File: config.mk
export PLATFORM = sky130hd
export DESIGN_NAME = traffic_conflict_monitor_flat
export DESIGN_NICKNAME = d
export VERILOG_FILES = /design/src/rtl/traffic_pkg.sv /design/src/rtl/traffic_conflict_monitor_if.sv /design/src/rtl/traffic_conflict_monitor_light_decode.sv /design/src/rtl/traffic_conflict_monitor.sv /design/src/flat_wrapper.sv
export SDC_FILE = /design/constraint.sdc
export NUM_CORES = 1
export LEC_CHECK = 0
export BUFFER_PORTS_ARGS = -buffer_cell sky130_fd_sc_hd__buf_2
export CAP_MARGIN = 0
export CORE_UTILIZATION = 59
export CTS_CLUSTER_DIAMETER = 80
export DETAILED_ROUTE_END_ITERATION = 8
export GPL_TIMING_DRIVEN = 0
export PLACE_DENSITY = 0.84
export SLEW_MARGIN = 20
export SYNTH_ARGS = -nofsm -noshare
export SYNTH_HDL_FRONTEND = slang
export SYNTH_SLANG_ARGS = --single-unit
File: constraint.sdc
create_clock -name clk -period 7.1 [get_ports clk]
set_input_delay 1.42 -clock clk [delete_from_list [all_inputs] [get_ports clk]]
set_output_delay 1.42 -clock clk [all_outputs]
set_load 0.03 [all_outputs]
File: src/rtl/traffic_pkg.sv
// Shared lamp codes, lamp classes, fault codes and state encoding
// for the traffic conflict monitor.
package traffic_pkg;

  localparam logic [6:0] CODE_GREEN  = 7'b0010000;
  localparam logic [6:0] CODE_YELLOW = 7'b0010001;
  localparam logic [6:0] CODE_RED    = 7'b0101111;
  localparam logic [6:0] CODE_BLANK  = 7'b1111111;

  typedef enum logic [1:0] {
    CLS_RED     = 2'd0,
    CLS_YELLOW  = 2'd1,
    CLS_GREEN   = 2'd2,
    CLS_INVALID = 2'd3
  } lamp_class_e;

  typedef enum logic [2:0] {
    FC_NONE       = 3'd0,
    FC_INVALID    = 3'd1,
    FC_CONFLICT   = 3'd2,
    FC_TRANSITION = 3'd3
  } fault_code_e;

  typedef enum logic [1:0] {
    ST_MONITOR = 2'd0,
    ST_PENDING = 2'd1,
    ST_FAULT   = 2'd2,
    ST_RECOVER = 2'd3
  } state_e;

  function automatic logic is_active(lamp_class_e c);
    return (c == CLS_GREEN) || (c == CLS_YELLOW);
  endfunction

endpackage

File: src/rtl/traffic_conflict_monitor_if.sv
// Light-code bundle between a signal controller (master) and the
// conflict monitor (slave), including the monitor's lamp drive and status.
interface traffic_conflict_monitor_if;
  logic [6:0] WTL;
  logic [6:0] ETL;
  logic [6:0] NLTL;
  logic [6:0] ELTL;
  logic       fault_clr;
  logic [6:0] mon_WTL;
  logic [6:0] mon_ETL;
  logic [6:0] mon_NLTL;
  logic [6:0] mon_ELTL;
  logic       fault;
  logic [2:0] fault_code;
  logic [7:0] fault_count;

  modport master (
    output WTL, ETL, NLTL, ELTL, fault_clr,
    input  mon_WTL, mon_ETL, mon_NLTL, mon_ELTL, fault, fault_code, fault_count
  );

  modport slave (
    input  WTL, ETL, NLTL, ELTL, fault_clr,
    output mon_WTL, mon_ETL, mon_NLTL, mon_ELTL, fault, fault_code, fault_count
  );
endinterface

File: src/rtl/traffic_conflict_monitor_light_decode.sv
// Classifies one 7-bit lamp code as RED, YELLOW, GREEN or INVALID.
module light_decode
  import traffic_pkg::*;
(
  input  logic [6:0]  code_i,
  output lamp_class_e class_o
);

  always_comb begin
    class_o = CLS_INVALID;
    case (code_i)
      CODE_GREEN:  class_o = CLS_GREEN;
      CODE_YELLOW: class_o = CLS_YELLOW;
      CODE_RED:    class_o = CLS_RED;
      default:     class_o = CLS_INVALID;
    endcase
  end

endmodule

File: src/rtl/traffic_conflict_monitor.sv
// Watches four approach lamp codes for conflicts, bad codes and illegal
// sequencing; on a latched fault it flashes the lamps until an operator clear.
module traffic_conflict_monitor
  import traffic_pkg::*;
#(
  parameter int unsigned DEBOUNCE   = 2,
  parameter int unsigned FLASH_HALF = 4,
  parameter int unsigned CLR_ALLRED = 3
) (
  input  logic clk,
  input  logic sys_reset,
  traffic_conflict_monitor_if.slave bus
);

  // Lamp index order: 0=W, 1=E, 2=NL, 3=EL
  logic [6:0]  light [4];
  lamp_class_e cls   [4];

  state_e      state_q;
  logic [6:0]  prev_q [4];
  logic [6:0]  mon_q  [4];
  logic [3:0]  deb_cnt_q;
  logic [3:0]  allred_cnt_q;
  logic [7:0]  flash_cnt_q;
  logic        flash_lit_q;
  logic        fault_q;
  fault_code_e fault_code_q;
  logic [7:0]  fault_count_q;

  logic        any_invalid, conflict, illegal, all_red, cond, enter_fault;
  logic        flash_lit_d;
  logic [7:0]  flash_cnt_d;
  fault_code_e latch_code;

  assign light[0] = bus.WTL;
  assign light[1] = bus.ETL;
  assign light[2] = bus.NLTL;
  assign light[3] = bus.ELTL;

  for (genvar g = 0; g < 4; g++) begin : g_decode
    light_decode u_decode (.code_i(light[g]), .class_o(cls[g]));
  end

  always_comb begin
    any_invalid = 1'b0;
    illegal     = 1'b0;
    all_red     = 1'b1;
    for (int i = 0; i < 4; i++) begin
      if (cls[i] == CLS_INVALID) any_invalid = 1'b1;
      if (cls[i] != CLS_RED) all_red = 1'b0;
      if (((prev_q[i] == CODE_GREEN) && (cls[i] == CLS_RED)) ||
          ((prev_q[i] == CODE_RED) && (cls[i] == CLS_YELLOW))) illegal = 1'b1;
    end
    // W+E and E+NL are compatible movements and deliberately absent here
    conflict = (is_active(cls[0]) && is_active(cls[2])) ||
               (is_active(cls[0]) && is_active(cls[3])) ||
               (is_active(cls[1]) && is_active(cls[3])) ||
               (is_active(cls[2]) && is_active(cls[3]));
    cond = any_invalid || conflict;
    latch_code = any_invalid ? FC_INVALID : (conflict ? FC_CONFLICT : FC_TRANSITION);

    enter_fault = 1'b0;
    if (state_q == ST_MONITOR)
      enter_fault = illegal || (cond && (DEBOUNCE == 1));
    else if (state_q == ST_PENDING)
      enter_fault = illegal || (cond && (({1'b0, deb_cnt_q} + 5'd1) >= 5'(DEBOUNCE)));

    if (flash_cnt_q == 8'(FLASH_HALF - 1)) begin
      flash_cnt_d = 8'd0;
      flash_lit_d = ~flash_lit_q;
    end else begin
      flash_cnt_d = flash_cnt_q + 8'd1;
      flash_lit_d = flash_lit_q;
    end
  end

  always_ff @(posedge clk or posedge sys_reset) begin
    if (sys_reset) begin
      state_q       <= ST_MONITOR;
      deb_cnt_q     <= 4'd0;
      allred_cnt_q  <= 4'd0;
      flash_cnt_q   <= 8'd0;
      flash_lit_q   <= 1'b0;
      fault_q       <= 1'b0;
      fault_code_q  <= FC_NONE;
      fault_count_q <= 8'd0;
      for (int i = 0; i < 4; i++) begin
        prev_q[i] <= CODE_RED;
        mon_q[i]  <= CODE_RED;
      end
    end else begin
      for (int i = 0; i < 4; i++) prev_q[i] <= light[i];
      if (enter_fault) begin
        state_q      <= ST_FAULT;
        fault_q      <= 1'b1;
        fault_code_q <= latch_code;
        deb_cnt_q    <= 4'd0;
        if (fault_count_q != 8'hFF) fault_count_q <= fault_count_q + 8'd1;
        flash_cnt_q  <= 8'd0;
        flash_lit_q  <= 1'b1;
        mon_q[0]     <= CODE_YELLOW;
        mon_q[1]     <= CODE_YELLOW;
        mon_q[2]     <= CODE_RED;
        mon_q[3]     <= CODE_RED;
      end else begin
        case (state_q)
          ST_MONITOR: begin
            if (cond) begin
              state_q   <= ST_PENDING;
              deb_cnt_q <= 4'd1;
            end
            for (int i = 0; i < 4; i++) mon_q[i] <= light[i];
          end
          ST_PENDING: begin
            if (cond) begin
              deb_cnt_q <= deb_cnt_q + 4'd1;
            end else begin
              state_q   <= ST_MONITOR;
              deb_cnt_q <= 4'd0;
            end
            for (int i = 0; i < 4; i++) mon_q[i] <= light[i];
          end
          default: begin
            // FAULT and RECOVER share the free-running flash phase
            flash_cnt_q <= flash_cnt_d;
            flash_lit_q <= flash_lit_d;
            mon_q[0]    <= flash_lit_d ? CODE_YELLOW : CODE_BLANK;
            mon_q[1]    <= flash_lit_d ? CODE_YELLOW : CODE_BLANK;
            mon_q[2]    <= flash_lit_d ? CODE_RED : CODE_BLANK;
            mon_q[3]    <= flash_lit_d ? CODE_RED : CODE_BLANK;
            if (state_q == ST_FAULT) begin
              if (bus.fault_clr) begin
                state_q      <= ST_RECOVER;
                allred_cnt_q <= 4'd0;
              end
            end else if (!all_red) begin
              allred_cnt_q <= 4'd0;
            end else if ((allred_cnt_q + 4'd1) == 4'(CLR_ALLRED)) begin
              state_q      <= ST_MONITOR;
              allred_cnt_q <= 4'd0;
              fault_q      <= 1'b0;
              fault_code_q <= FC_NONE;
              for (int i = 0; i < 4; i++) mon_q[i] <= light[i];
            end else begin
              allred_cnt_q <= allred_cnt_q + 4'd1;
            end
          end
        endcase
      end
    end
  end

  assign bus.mon_WTL     = mon_q[0];
  assign bus.mon_ETL     = mon_q[1];
  assign bus.mon_NLTL    = mon_q[2];
  assign bus.mon_ELTL    = mon_q[3];
  assign bus.fault       = fault_q;
  assign bus.fault_code  = fault_code_q;
  assign bus.fault_count = fault_count_q;

endmodule
File: src/flat_wrapper.sv
// flat-port wrapper written by rule: the top's interface ports become plain ports
module traffic_conflict_monitor_flat import traffic_pkg::*;
#(
  parameter int unsigned DEBOUNCE   = 2,
  parameter int unsigned FLASH_HALF = 4,
  parameter int unsigned CLR_ALLRED = 3
)
  (clk, sys_reset, bus_WTL, bus_ETL, bus_NLTL, bus_ELTL, bus_fault_clr, bus_mon_WTL, bus_mon_ETL, bus_mon_NLTL, bus_mon_ELTL, bus_fault, bus_fault_code, bus_fault_count);
  traffic_conflict_monitor_if bus_i ();
  input  logic clk;
  input  logic sys_reset;
  input wire logic [$bits(bus_i.WTL)-1:0] bus_WTL;
  input wire logic [$bits(bus_i.ETL)-1:0] bus_ETL;
  input wire logic [$bits(bus_i.NLTL)-1:0] bus_NLTL;
  input wire logic [$bits(bus_i.ELTL)-1:0] bus_ELTL;
  input wire logic [$bits(bus_i.fault_clr)-1:0] bus_fault_clr;
  output wire logic [$bits(bus_i.mon_WTL)-1:0] bus_mon_WTL;
  output wire logic [$bits(bus_i.mon_ETL)-1:0] bus_mon_ETL;
  output wire logic [$bits(bus_i.mon_NLTL)-1:0] bus_mon_NLTL;
  output wire logic [$bits(bus_i.mon_ELTL)-1:0] bus_mon_ELTL;
  output wire logic [$bits(bus_i.fault)-1:0] bus_fault;
  output wire logic [$bits(bus_i.fault_code)-1:0] bus_fault_code;
  output wire logic [$bits(bus_i.fault_count)-1:0] bus_fault_count;
  assign bus_i.WTL = bus_WTL;
  assign bus_i.ETL = bus_ETL;
  assign bus_i.NLTL = bus_NLTL;
  assign bus_i.ELTL = bus_ELTL;
  assign bus_i.fault_clr = bus_fault_clr;
  assign bus_mon_WTL = bus_i.mon_WTL;
  assign bus_mon_ETL = bus_i.mon_ETL;
  assign bus_mon_NLTL = bus_i.mon_NLTL;
  assign bus_mon_ELTL = bus_i.mon_ELTL;
  assign bus_fault = bus_i.fault;
  assign bus_fault_code = bus_i.fault_code;
  assign bus_fault_count = bus_i.fault_count;
  traffic_conflict_monitor #(.DEBOUNCE(DEBOUNCE), .FLASH_HALF(FLASH_HALF), .CLR_ALLRED(CLR_ALLRED)) u_core (.clk(clk), .sys_reset(sys_reset), .bus(bus_i));
endmodule
==> Yosys cells after proc, flatten, opt, wreduce, memory -nomap -nowiden <==
Cells that the tools add are included.
{ "op_classes": {"addsub": 5, "order_cmp": 1, "eq_ne": 43, "mux": 59, "bitwise_logic": 3, "n_reduce_logical": 46} }
{ "op_table": {"columns": ["op", "n"], "rows": [
  ["$mux 28", 5],
  ["$eq 7x5->1 const B", 12],
  ["$eq 7x6->1 const B", 8],
  ["$mux 4", 7],
  ["$mux 8", 3],
  ["$pmux 2 s3", 4],
  ["$mux 1", 23],
  ["$eq 2x2->1 const B", 9],
  ["$mux 3", 6],
  ["$add 8x1->8 const B", 2],
  ["$mux 2", 7],
  ["$mux 7", 2],
  ["$logic_and 1x1->1", 13],
  ["$logic_or 1x1->1", 13],
  ["$reduce_bool 2->1", 6],
  ["$eq 2x1->1 const B", 5],
  ["$logic_not 2->1", 5],
  ["$reduce_bool 5->1", 2],
  ["$add 4x1->4 const B", 2],
  ["$eq 8x2->1 const B", 1],
  ["$ne 8x8->1 const B", 1],
  ["$pmux 4 s2", 1],
  ["$add 4x1->5 const B", 1],
  ["$ge 5x2->1 const B", 1],
  ["other kinds (14)", 18]
]} }
{ "word_totals": {"reg_bits": 87, "inputBits": 31, "output_inout_bits": 40, "word_cells": 173} }

==> Depth between registers and ports, before layout <==
Gate-level depths: netlist (run 1).
{ "depth": {"depth_word": 15, "ltp_mapped": 14} }

==> Cells and area by module <==
From an unflattened synthesis (run 1), not the netlist that was laid out.
{ "unflattened": {"cells_unflattened": 339, "hier_area_um2": 3946.3} }
{ "by_module_without_submodules": {"columns": ["module", "n_inst", "cells_each", "area_per_inst_um2"], "rows": [
  ["traffic_conflict_monitor", 1, 311, 3751.1],
  ["light_decode", 4, 7, 48.8]
]} }

==> Least setup slack after synthesis (run 1) <==
Ideal clock, no wire load.
{ "synth_path": {"path_kind": "input to register", "startpoint": "input bus_ETL[5]", "endpoint": "register u_core.fault_count_q[1] (netlist: u_core.bus.fault_count[1])", "setup_ns": 0.125, "arrival_time_ns": 3.886, "required_ns": 6.975, "slack_ns": 3.089, "stages": 11, "path_buffers": 0, "cell_sequence": "nand4_1 -> or4b_2 -> o21a_1 -> ha_1 -> and4b_1 -> nand4_1 -> a21oi_1 -> nor4_1 -> o21ai_0 -> o211ai_1 -> mux2_2"} }
{ "synth_via": {"elab_chain_cells": 13, "elab_cells_between_ends": 27} }
{ "synth_lines": {"columns": ["item", "line", "rtl"], "rows": [
  ["start: declaration", "flat_wrapper.sv:13", "input wire logic [$bits(bus_i.ETL)-1:0] bus_ETL;"],
  ["$eq 7x6->1 or $eq 7x5->1 (tied branches)", "traffic_conflict_monitor_light_decode.sv:11", "case (code_i)"],
  ["$pmux 2 s3 (*)", "traffic_conflict_monitor_light_decode.sv:11", null],
  ["parallel branches: the longest is 9 deep, another holds $eq 2x1->1", null, null],
  ["$mux 1 (*)", "traffic_conflict_monitor.sv:63", "if (state_q == ST_MONITOR)"],
  ["$reduce_and 2->1 (no line) (*)", null, null],
  ["end signal: assignment", "traffic_conflict_monitor.sv:98", "if (fault_count_q != 8'hFF) fault_count_q <= fault_count_q + 8'd1;"],
  ["end: declaration", "traffic_conflict_monitor.sv:28", "logic [7:0] fault_count_q;"]
]} }
Every way passes the cells marked *.
A chain may end at the register's enable or synchronous reset.

==> Final worst setup path (run 1) <==
Same ends and word-level chain as after synthesis.

==> flow_metrics.env, run 1 <==
export IMPL_cellPowerDensity_nw_per_um2=197
export IMPL_grt_pass1_wl_mm=12.6
export IMPL_die_w_um=82.6
export IMPL_clk_path_buf_depth=2
export IMPL_row_count=28
export IMPL_grt_use_met3_pct=6.26
export IMPL_grt_use_met2_pct=40.6
export IMPL_async_flop_share_pct=100
export IMPL_synth_compound_area_share_pct=10.2
export IMPL_routedWlPerCell_um=15.4
export IMPL_crit_fanout=4
export IMPL_start_util_pct=62.8
export IMPL_syn_inst=346
export IMPL_min_period_over_period_pct=59.7
export IMPL_antenna_found_initial=0
export IMPL_ctsResizeCount=0
export IMPL_crit_type="primary input to register"
export IMPL_synth_most_common_cell="dfrtp_1"
export IMPL_synth_enable_flop_cells=0
export IMPL_r2r_cells=8
export IMPL_grt_pass1_vias=2747
export IMPL_synth_top_area_share_pct=30.1
export IMPL_synthToLayoutAreaGrowth_pct=17.5
export IMPL_hold_path_end="u_core.bus.fault_count[5]"
export IMPL_fp_dieH_um=82.6
export IMPL_cp_start_kind="primary input"
export IMPL_grt_start_max_net_pins=51
export IMPL_grt_busiest_layer="met2"
export IMPL_ys_top_cells_by_area="dfrtp_1 30%, dfstp_2 27%, ha_1 4.9%"
export IMPL_cts_sinks=86
export IMPL_synthXorXnorAreaFrac_pct=2.97
export IMPL_yosys_warnings=0
export IMPL_maxCapViolCount=0
export IMPL_netlist_area_um2=3830
export IMPL_core_area_um2=6100
export IMPL_tightest_slew_ns=0.637
export IMPL_finalSetupViolCount=0
export IMPL_status="finished, final reports clean"
export IMPL_grt_overflow=0
export IMPL_n_antenna_cell=0
export IMPL_synth_cell_types=50
export IMPL_hp_class="register to register"
export IMPL_p_leak_nw=1.97
export IMPL_relSlewSlack_pct=57.2
export IMPL_ios=71
export IMPL_synth_seq_cells=86
export IMPL_rsz0062_at_grt="false"
export IMPL_ys_seq_area_share_pct=57.5
export IMPL_layout_drive_gt1_share_pct=33.3
export IMPL_cts_tree="done"
export IMPL_crit_arrival_ns=4.48
export IMPL_ant_nets=0
export IMPL_die_area_um2=6820
export IMPL_grt_util_met1_pct=33.0
export IMPL_r2r_start="u_core.allred_cnt_q[0]"
export IMPL_synth_fa_ha_area_share_pct=4.90
export IMPL_port_buffers=69
export IMPL_layout_nets=473
export IMPL_synthTopCellsByCount="46 x dfrtp_1, 40 x dfstp_2, 39 x nand2_1, 21 x a21oi_1, 20 x nor2_1"
export IMPL_gp_congestion=0.804
export IMPL_crit_path_end_kind="register"
export IMPL_cp_required_ns=7.34
export IMPL_drtIter0Drc=148
export IMPL_post_cts_setup_buffers=0
export IMPL_finalSetupTns_ns=0
export IMPL_cts_root_buf="clkbuf_8"
export IMPL_cts_hold_buf=0
export IMPL_syn_nets=392
export IMPL_syn_area_per_cell_um2=11.1
export IMPL_fin_crit_ns=4.24
export IMPL_numCtsBuffers=9
export IMPL_synth_top_family_by_area="simple AND/OR/NAND/NOR gates"
export IMPL_synth_top_flop_cell="dfrtp_1"
export IMPL_timing_rr_end="u_core.bus.mon_ETL[6]"
export IMPL_hold_violations=0
export IMPL_routed_via_density=5.67
export IMPL_max_freq_ghz=0.236
export IMPL_htree_levels=3
export IMPL_drv_slew=0
export IMPL_finalPower_uw=886
export IMPL_synthMuxAreaShare_pct=1.08
export IMPL_vdd_ir_drop_worst_mv=0.187
export IMPL_wl_mm=7.80
export IMPL_synth_top_area_cell="dfrtp_1"
export IMPL_clock_skew_ns=0.00877
export IMPL_whs_path_depth=1
export IMPL_hold_path_startpoint="u_core.bus.fault_count[5]"
export IMPL_reg2reg_slack_ns=4.57
export IMPL_hpwl_mm=5.64
export IMPL_gr_usage_all_layers_pct=25.1
export IMPL_path_clk_slew_ns=0.08
export IMPL_dr_pass1_iters=4
export IMPL_synth_simple_gate_area_share_pct=20.9
export IMPL_insertion_delay_ns=0.36
export IMPL_fillers=435
export IMPL_drcViolationCount=0
export IMPL_vias=2874
critical path, stage by stage:
cell and delay, ns:
buf_2 0.11, nand4_1 0.11, or4b_2 0.64, o21a_1 0.16
ha_1 0.21, and4b_1 0.17, nand4_1 0.09, a21oi_1 0.10
nor4_1 0.60, o21ai_0 0.30, o211ai_1 0.21, mux2_2 0.37
cell type report:
| class | instances | area [um2] | area share, % |
|---|---|---|---|
| sequential | 86 | 2200 | 49.0 |
| inverter | 11 | 43.8 | 0.974 |
| clock inverter | 5 | 58.8 | 1.31 |
| buffer | 9 | 50.0 | 1.11 |
| tap | 75 | 93.8 | 2.09 |
| multi-input combinational | 240 | 1540 | 34.1 |
| clock buffer | 11 | 141 | 3.14 |
| timing repair buffer | 70 | 373 | 8.29 |
cells by family (layout without fill, tap and decap cells):
family / count (synthesis) / count (layout)
multiplexers: 4 / 4
AND/OR/NAND/NOR: 144 / 144
XOR/XNOR: 13 / 13
flip-flops: 86 / 86
other: 1 / 1
buffers and inverters: 20 / 106
AO/OA/AOI/OAI: 63 / 63
adder cells (fa/ha/maj): 15 / 15
cell usage in the layout (no fill, tap or decap), drive strengths merged, types with 13 or more instances in the layout:
master / count
nand2: 39
a21oi: 21
ha: 15
or2: 15
dfstp: 40
buf: 74
nor2: 20
o21ai: 19
clkbuf: 16
nand4: 13
dfrtp: 46
stage by stage:
step | instance area, um2 | setup slack [ns] | utilization [%] | std cells | hold WS, ns
global placement | 4270 | 2.61 | 70.0 | 490 | 0.473
detailed placement | 4300 | 2.50 | 70.5 | 491 | 0.478
floorplan | 3830 | 3.09 | - | 346 | 0.465
global route | 4500 | 2.70 | 73.8 | 507 | 0.514
finish | 4500 | 2.86 | 73.8 | 507 | 0.495
CTS | 4500 | 2.88 | 73.8 | 507 | 0.500
state kept, by name (all words and copies together), names as in the netlist, 2 cells and up:
register and cells:
u_core.prev_q 28, u_core.bus.fault_count 8, u_core.flash_cnt_q 8, u_core.bus.mon_ELTL 7, u_core.bus.mon_ETL 7, u_core.bus.mon_NLTL 7
u_core.bus.mon_WTL 7, u_core.allred_cnt_q 4, u_core.deb_cnt_q 4, u_core.bus.fault_code 2, u_core.state_q 2
per-layer routing:
metal  wire, um  vias to the layer above  part of all wire (%)
met5          0                        -                     0
li1           -                     1374                     -
met2       3710                       76                    48
met1       3510                     1409                    45
met4        138                        0                   1.8
met3        439                       15                   5.6
how the worst max path moves through the flow:
stage               slack [ns]  cells past startpoint                   endpoint       start
detailed placement        2.50                     12  u_core.bus.fault_count[1]  bus_ETL[5]
finish                    2.86                     12  u_core.bus.fault_count[1]  bus_ETL[5]
floorplan                 3.09                     11  u_core.bus.fault_count[1]  bus_ETL[5]
global placement          2.61                     12  u_core.bus.fault_count[1]  bus_ETL[5]
global route              2.70                     12  u_core.bus.fault_count[1]  bus_ETL[3]
CTS                       2.88                     12  u_core.bus.fault_count[1]  bus_ETL[5]
where the power goes:
group	switching (mW)	internal, mW
logic	0.0219	0.0117
clock network	0.173	0.172
registers	0.00428	0.503
(Power assumes the default switching activity.)
==> run 2: changes to the inputs <==
--- a/config.mk
+++ b/config.mk
@@ -7,11 +7,11 @@
 export LEC_CHECK = 0
 export BUFFER_PORTS_ARGS = -buffer_cell sky130_fd_sc_hd__buf_2
 export CAP_MARGIN = 0
-export CORE_UTILIZATION = 59
+export CORE_UTILIZATION = 50
 export CTS_CLUSTER_DIAMETER = 80
 export DETAILED_ROUTE_END_ITERATION = 8
 export GPL_TIMING_DRIVEN = 0
-export PLACE_DENSITY = 0.84
+export PLACE_DENSITY = 0.76
 export SLEW_MARGIN = 20
 export SYNTH_ARGS = -nofsm -noshare
 export SYNTH_HDL_FRONTEND = slang
==> constraint.sdc (replaced) <==
create_clock -name clk -period 3.5 [get_ports clk]
set_input_delay 0.7 -clock clk [delete_from_list [all_inputs] [get_ports clk]]
set_output_delay 0.7 -clock clk [all_outputs]
set_load 0.03 [all_outputs]
==> run 2 against run 1 <==
Power up 110%. Die area up 18%. Largest cell class unchanged. Via count down 1.4%. Global-route usage down 3.0 points. Sequential power up 100%. Final area up 1.3%.
==> flow_metrics.env, run 2 (synthesis gave the netlist of run 1 again) <==
export IMPL_status="finished, final reports clean"
export IMPL_layout_nets=473
export IMPL_min_period_over_period_pct=95.3
export IMPL_combPwrFrac_pct=3.7
export IMPL_grt_start_max_net_pins=49
export IMPL_cts_hold_buf=0
export IMPL_ant_nets=0
export IMPL_grt_overflow=0
export IMPL_numCtsBuffers=9
export IMPL_n_antenna_cell=0
export IMPL_insertion_delay_ns=0.35
export IMPL_gr_usage_all_layers_pct=22.0
export IMPL_maxCapViolCount=0
export IMPL_finalSetupViolCount=0
export IMPL_crit_top_cell="nand4_1"
export IMPL_power_internal_mw=1.45
export IMPL_largest_reg_flops=28
export IMPL_hpwl_mm=5.65
export IMPL_path_clk_slew_ns=0.09
export IMPL_p_sw_uw=407
export IMPL_hold_violations=0
export IMPL_cp_start_kind="primary input"
export IMPL_htree_levels=3
export IMPL_grt_pass1_vias=2800
export IMPL_routedWlPerCell_um=14.7
export IMPL_dr_pass1_iters=4
export IMPL_vias=2833
export IMPL_start_util_pct=52.2
export IMPL_placed_cells_incl_taps=515
export IMPL_cellPowerDensity_nw_per_um2=407
export IMPL_drtIter0Drc=110
export IMPL_relSlewSlack_pct=66.3
export IMPL_die_w_um=89.5
export IMPL_port_buffers=69
export IMPL_place_ws_ns=-0.313
export IMPL_crit_chain="buf_2 -> nand4_1 -> or4b_2 -> o21a_1 -> ha_1 -> and4b_1 -> nand4_1 -> a21oi_1 -> nor4_2 -> o21ai_0 -> o211ai_1 -> mux2_2"
export IMPL_final_cells=531
export IMPL_critPathSlowestCell="or4b_2"
export IMPL_ios=71
export IMPL_crit_arrival_ns=3.58
export IMPL_swShare_pct=21.9
export IMPL_cts_sinks=86
export IMPL_row_count=31
export IMPL_tightest_slew_ns=0.506
export IMPL_core_area_um2=7330
export IMPL_layout_drive_gt1_share_pct=33.8
export IMPL_clock_skew_ns=0.00707
export IMPL_rsz0062_at_grt="false"
export IMPL_p_leak_nw=1.98
export IMPL_antenna_found_initial=0
export IMPL_regMostFlops="u_core.prev_q"
export IMPL_routed_via_density=5.34
export IMPL_die_area_um2=8010
export IMPL_crit_path_end_kind="register"
export IMPL_fin_crit_ns=3.34
export IMPL_cts_root_buf="clkbuf_8"
export IMPL_wl_mm=7.80
export IMPL_hp_class="primary input to asynchronous set/reset pin"
export IMPL_p_seq_share_pct=55.4
export IMPL_synthToLayoutAreaGrowth_pct=19.0
export IMPL_max_freq_ghz=0.300
export IMPL_layout_commonest_cell="buf_2"
export IMPL_grt_pass1_wl_mm=13.2
export IMPL_vdd_ir_drop_worst_mv=0.274
export IMPL_drcViolationCount=0
export IMPL_gp_congestion=0.889
export IMPL_fp_dieH_um=89.5
export IMPL_crit_type="primary input to register"
export IMPL_cts_tree="done"
export IMPL_pwr_share_clk_pct=40.9
export IMPL_clk_path_buf_depth=2
export IMPL_drv_slew=0
export IMPL_crit_fanout=4
export IMPL_cp_required_ns=3.74
export IMPL_post_cts_setup_buffers=0
export IMPL_final_cell_mix="70 x buf_2, 46 x dfrtp_1, 40 x dfstp_2"
export IMPL_cp_slowest_stage_delay_ns=0.65
export IMPL_layout_setup_ws_ns=0.163
run 2: stage by stage:
step | utilization [%] | TNS, ns | area [um2] | hold WS, ns | power [mW]
2_1_floorplan | - | 0 | 3830 | 0.465 | 1.07
3_5_place_dp | 59.0 | -5.80 | 4330 | 0.492 | 1.11
4_1_cts | 62.2 | 0 | 4560 | 0.390 | 1.87
3_3_place_gp | 58.6 | -18.89 | 4300 | 0.472 | 1.11
6_report | 62.2 | 0 | 4560 | 0.383 | 1.85
5_1_grt | 62.2 | 0 | 4560 | 0.412 | 1.93
run 2: timing repair:
action | CTS | global route
setup endpoints to repair | 1 | 0
gates resized for setup | 1 | 0
endpoints found under the hold margin | 0 | 0
run 2: critical path: cells and delay by family:
family	cells	cell delay, ns
adder cells (fa/ha/maj)	1	0.20
AO/OA/AOI/OAI	4	0.71
buffers and inverters	1	0.12
multiplexers	1	0.37
AND/OR/NAND/NOR	5	1.47
run 2: cell type report:
class                           instances  area [um2]
Buffer                                  9        50.0
Sequential cell                        86        2200
Clock inverter                          7        98.8
Clock buffer                            9         124
Inverter                               11        43.8
Fill cell                             586        2770
Timing Repair Buffer                   70         373
Multi-Input combinational cell        240        1540
Tap cell                               99         124
run 2: path summary, 6_finish.rpt:
kind / startpoint / endpoint / slack (ns) / cells past startpoint
max in group asynchronous: sys_reset / u_core.bus.mon_ELTL[0] / 2.45 / 3
worst max-delay path: bus_ETL[5] / u_core.bus.fault_count[1] / 0.16 / 12
worst min register to register: u_core.bus.fault_count[5] / u_core.bus.fault_count[5] / 0.50 / 1
worst max register to register: u_core.allred_cnt_q[1] / u_core.bus.mon_NLTL[6] / 1.03 / 8
worst min-delay path: sys_reset / u_core.bus.fault_count[5] / 0.38 / 2
min in group clk: bus_ETL[2] / u_core.prev_q[16] / 0.47 / 1
run 2: power groups by stage:
| stage | combinational, mW | sequential [mW] | clock [mW] |
|---|---|---|---|
| 3_5_place_dp | 0.0690 | 1.05 | 0 |
| 3_3_place_gp | 0.0636 | 1.04 | 0 |
| 2_1_floorplan | 0.0271 | 1.04 | 0 |
| 5_1_grt | 0.0781 | 1.03 | 0.818 |
| 4_1_cts | 0.0696 | 1.03 | 0.771 |
| 6_report | 0.0683 | 1.03 | 0.759 |
run 2: per-layer routing:
metal | vias to the layer above | GRT usage, % | wire length, um
li1 | 1389 | - | -
met1 | 1370 | 29.1 | 3490
met2 | 63 | 36.2 | 3820
met3 | 11 | 5.72 | 370
met4 | 0 | 6.49 | 113
met5 | - | 0 | 0
==> run 3: changes to the inputs <==
--- a/config.mk
+++ b/config.mk
@@ -6,12 +6,13 @@
 export NUM_CORES = 1
 export LEC_CHECK = 0
 export BUFFER_PORTS_ARGS = -buffer_cell sky130_fd_sc_hd__buf_2
-export CAP_MARGIN = 0
+export CAP_MARGIN = 20
 export CORE_UTILIZATION = 50
 export CTS_CLUSTER_DIAMETER = 80
 export DETAILED_ROUTE_END_ITERATION = 8
 export GPL_TIMING_DRIVEN = 0
-export PLACE_DENSITY = 0.76
+export MAX_ROUTING_LAYER = met4
+export PLACE_DENSITY = 0.77
 export SLEW_MARGIN = 20
 export SYNTH_ARGS = -nofsm -noshare
 export SYNTH_HDL_FRONTEND = slang
==> run 3 against run 2 <==
Sequential share of layout area increased by 0.080 points. Fmax grew 1.5%. Worst setup slack improved by 0.051 ns. Clock power increased by 0.5%. Global-route usage fell by 0.44 points. Critical path type unchanged. Die area unchanged. Final area down 0.16%. Routed wire length decreased by 3.6%.
==> flow_metrics.env, run 3 (synthesis gave the netlist of run 1 again) <==
export IMPL_status="finished, final reports clean"
export IMPL_htree_levels=3
export IMPL_clk_path_buf_depth=2
export IMPL_numCtsBuffers=9
export IMPL_grt_pass1_wl_mm=12.5
export IMPL_cts_hold_buf=0
export IMPL_swShare_pct=21.9
export IMPL_timing_rr_end="u_core.bus.mon_ETL[6]"
export IMPL_cellPowerDensity_nw_per_um2=408
export IMPL_critPathSlowestCell="or4b_2"
export IMPL_r2r_cells=8
export IMPL_crit_start="bus_ETL[5]"
export IMPL_power_internal_mw=1.45
export IMPL_min_period_over_period_pct=93.9
export IMPL_hpwl_mm=5.60
export IMPL_hold_violations=0
export IMPL_finalPower_mw=1.86
export IMPL_crit_arrival_ns=3.53
export IMPL_row_count=31
export IMPL_crit_path_end_kind="register"
export IMPL_p_leak_nw=1.98
export IMPL_relSlewSlack_pct=60.0
export IMPL_p_sw_uw=406
export IMPL_cts_tree="done"
export IMPL_crit_top_cell="nand4_1"
export IMPL_max_freq_ghz=0.304
export IMPL_pwr_share_clk_pct=41.1
export IMPL_insertion_delay_ns=0.35
export IMPL_crit_fanout=4
export IMPL_n_antenna_cell=0
export IMPL_placed_cells_incl_taps=515
export IMPL_routedWlPerCell_um=14.2
export IMPL_hp_class="primary input to asynchronous set/reset pin"
export IMPL_p_seq_share_pct=55.3
export IMPL_cp_top_family="simple AND/OR/NAND/NOR gates"
export IMPL_drtIter0Drc=174
export IMPL_cts_sinks=86
export IMPL_ant_nets=0
export IMPL_fp_dieH_um=89.5
export IMPL_final_cells=531
export IMPL_cp_slowest_stage_delay_ns=0.64
export IMPL_fin_crit_ns=3.29
export IMPL_synthToLayoutAreaGrowth_pct=18.8
export IMPL_grt_pass1_vias=2710
export IMPL_tightest_slew_ns=0.600
export IMPL_critical_path_depth=12
export IMPL_grt_start_max_net_pins=52
export IMPL_cp_start_kind="primary input"
export IMPL_cp_required_ns=3.75
export IMPL_reg2reg_slack_ns=0.96
export IMPL_clock_skew_ns=0.00767
export IMPL_final_cell_mix="70 x buf_2, 46 x dfrtp_1, 40 x dfstp_2"
export IMPL_die_w_um=89.5
export IMPL_dr_pass1_iters=4
export IMPL_layout_drive_gt1_share_pct=33.6
export IMPL_combPwrFrac_pct=3.6
export IMPL_r2r_start="u_core.allred_cnt_q[1]"
export IMPL_crit_type="primary input to register"
export IMPL_wl_mm=7.52
export IMPL_grt_overflow=0
export IMPL_layout_commonest_cell="buf_2"
export IMPL_vias=2840
export IMPL_start_util_pct=52.2
export IMPL_regMostFlops="u_core.prev_q"
export IMPL_crit_chain="buf_2 -> nand4_1 -> or4b_2 -> o21a_1 -> ha_1 -> and4b_1 -> nand4_1 -> a21oi_1 -> nor4_2 -> o21ai_0 -> o211ai_1 -> mux2_2"
export IMPL_core_area_um2=7330
export IMPL_path_clk_slew_ns=0.08
export IMPL_rsz0062_at_grt="false"
export IMPL_crit_buf_inv=1
export IMPL_endpoint="u_core.bus.fault_count[1]"
export IMPL_maxCapViolCount=0
export IMPL_routed_via_density=5.35
export IMPL_finalSetupViolCount=0
export IMPL_drv_slew=0
export IMPL_drcViolationCount=0
export IMPL_regArea_um2=2200
export IMPL_cts_root_buf="clkbuf_8"
export IMPL_ios=71
export IMPL_multi_input_area_um2=1540
export IMPL_layout_nets=473
export IMPL_antenna_found_initial=0
export IMPL_fillers=593
export IMPL_vdd_ir_drop_worst_mv=0.255
export IMPL_die_area_um2=8010
export IMPL_port_buffers=69
export IMPL_largest_reg_flops=28
export IMPL_gr_usage_all_layers_pct=21.6
export IMPL_gp_congestion=0.903
[run 3: metrics by stage]
stage / setup WS, ns / utilization, % / TNS, ns / hold slack (ns) / instance area, um2
2_1_floorplan: 0.209 / - / 0 / 0.465 / 3830
3_5_place_dp: -0.349 / 58.9 / -8.04 / 0.467 / 4320
6_report: 0.214 / 62.1 / 0 / 0.420 / 4550
4_1_cts: 0.0234 / 62.0 / 0 / 0.424 / 4540
3_3_place_gp: -0.292 / 58.6 / -16.07 / 0.471 / 4300
5_1_grt: 0.0689 / 62.1 / 0 / 0.439 / 4550
[run 3: worst min path at each step]
stage / start / end / slack (ns) / depth (start not counted)
floorplan: u_core.deb_cnt_q[3] / u_core.deb_cnt_q[3] / 0.47 / 1
global placement: u_core.bus.fault_count[5] / u_core.bus.fault_count[5] / 0.47 / 1
detailed placement: u_core.bus.fault_count[5] / u_core.bus.fault_count[5] / 0.47 / 1
CTS: sys_reset / u_core.bus.fault_code[0] / 0.42 / 2
global route: bus_NLTL[1] / u_core.prev_q[8] / 0.44 / 1
finish: sys_reset / u_core.bus.fault_code[0] / 0.42 / 2
[run 3: power by group through the flow]
stage | clock [mW] | combinational [mW] | sequential [mW]
floorplan | 0 | 0.0271 | 1.04
global placement | 0 | 0.0637 | 1.04
detailed placement | 0 | 0.0683 | 1.05
CTS | 0.784 | 0.0685 | 1.03
global route | 0.824 | 0.0758 | 1.03
finish | 0.763 | 0.0667 | 1.03
[run 3: cell type report]
type | count | share of cell area (%)
inverter | 11 | 0.963
multi-input combinational | 240 | 33.9
sequential | 86 | 48.4
clock inverter | 6 | 2.09
clock buffer | 10 | 2.81
timing repair buffer | 70 | 8.03
buffer | 9 | 1.10
tap | 99 | 2.72
[run 3: routing by layer]
layer  vias to the layer above  track usage, %  share of wire, %
li1                       1381               -                 -
met4                         0            7.50               1.3
met3                        14            5.91               4.2
met2                        56            34.0                49
met5                         -               -                 0
met1                      1389            27.0                45
[run 3: repair_timing]
action / in CTS / in global routing
gates resized for setup: 0 / 1
setup endpoints to repair: 0 / 22
buffers inserted: 0 / 0
[run 3: worst register-to-register path, cell delays in order, from the launching register on]
cell and delay [ns]:
dfrtp_1 0.44, ha_1 0.25, nand2_1 0.07, nor3_1 0.13, o21ai_0 0.16, or2_2 0.34
a31oi_1 0.49, clkbuf_1 0.40, a21oi_1 0.13
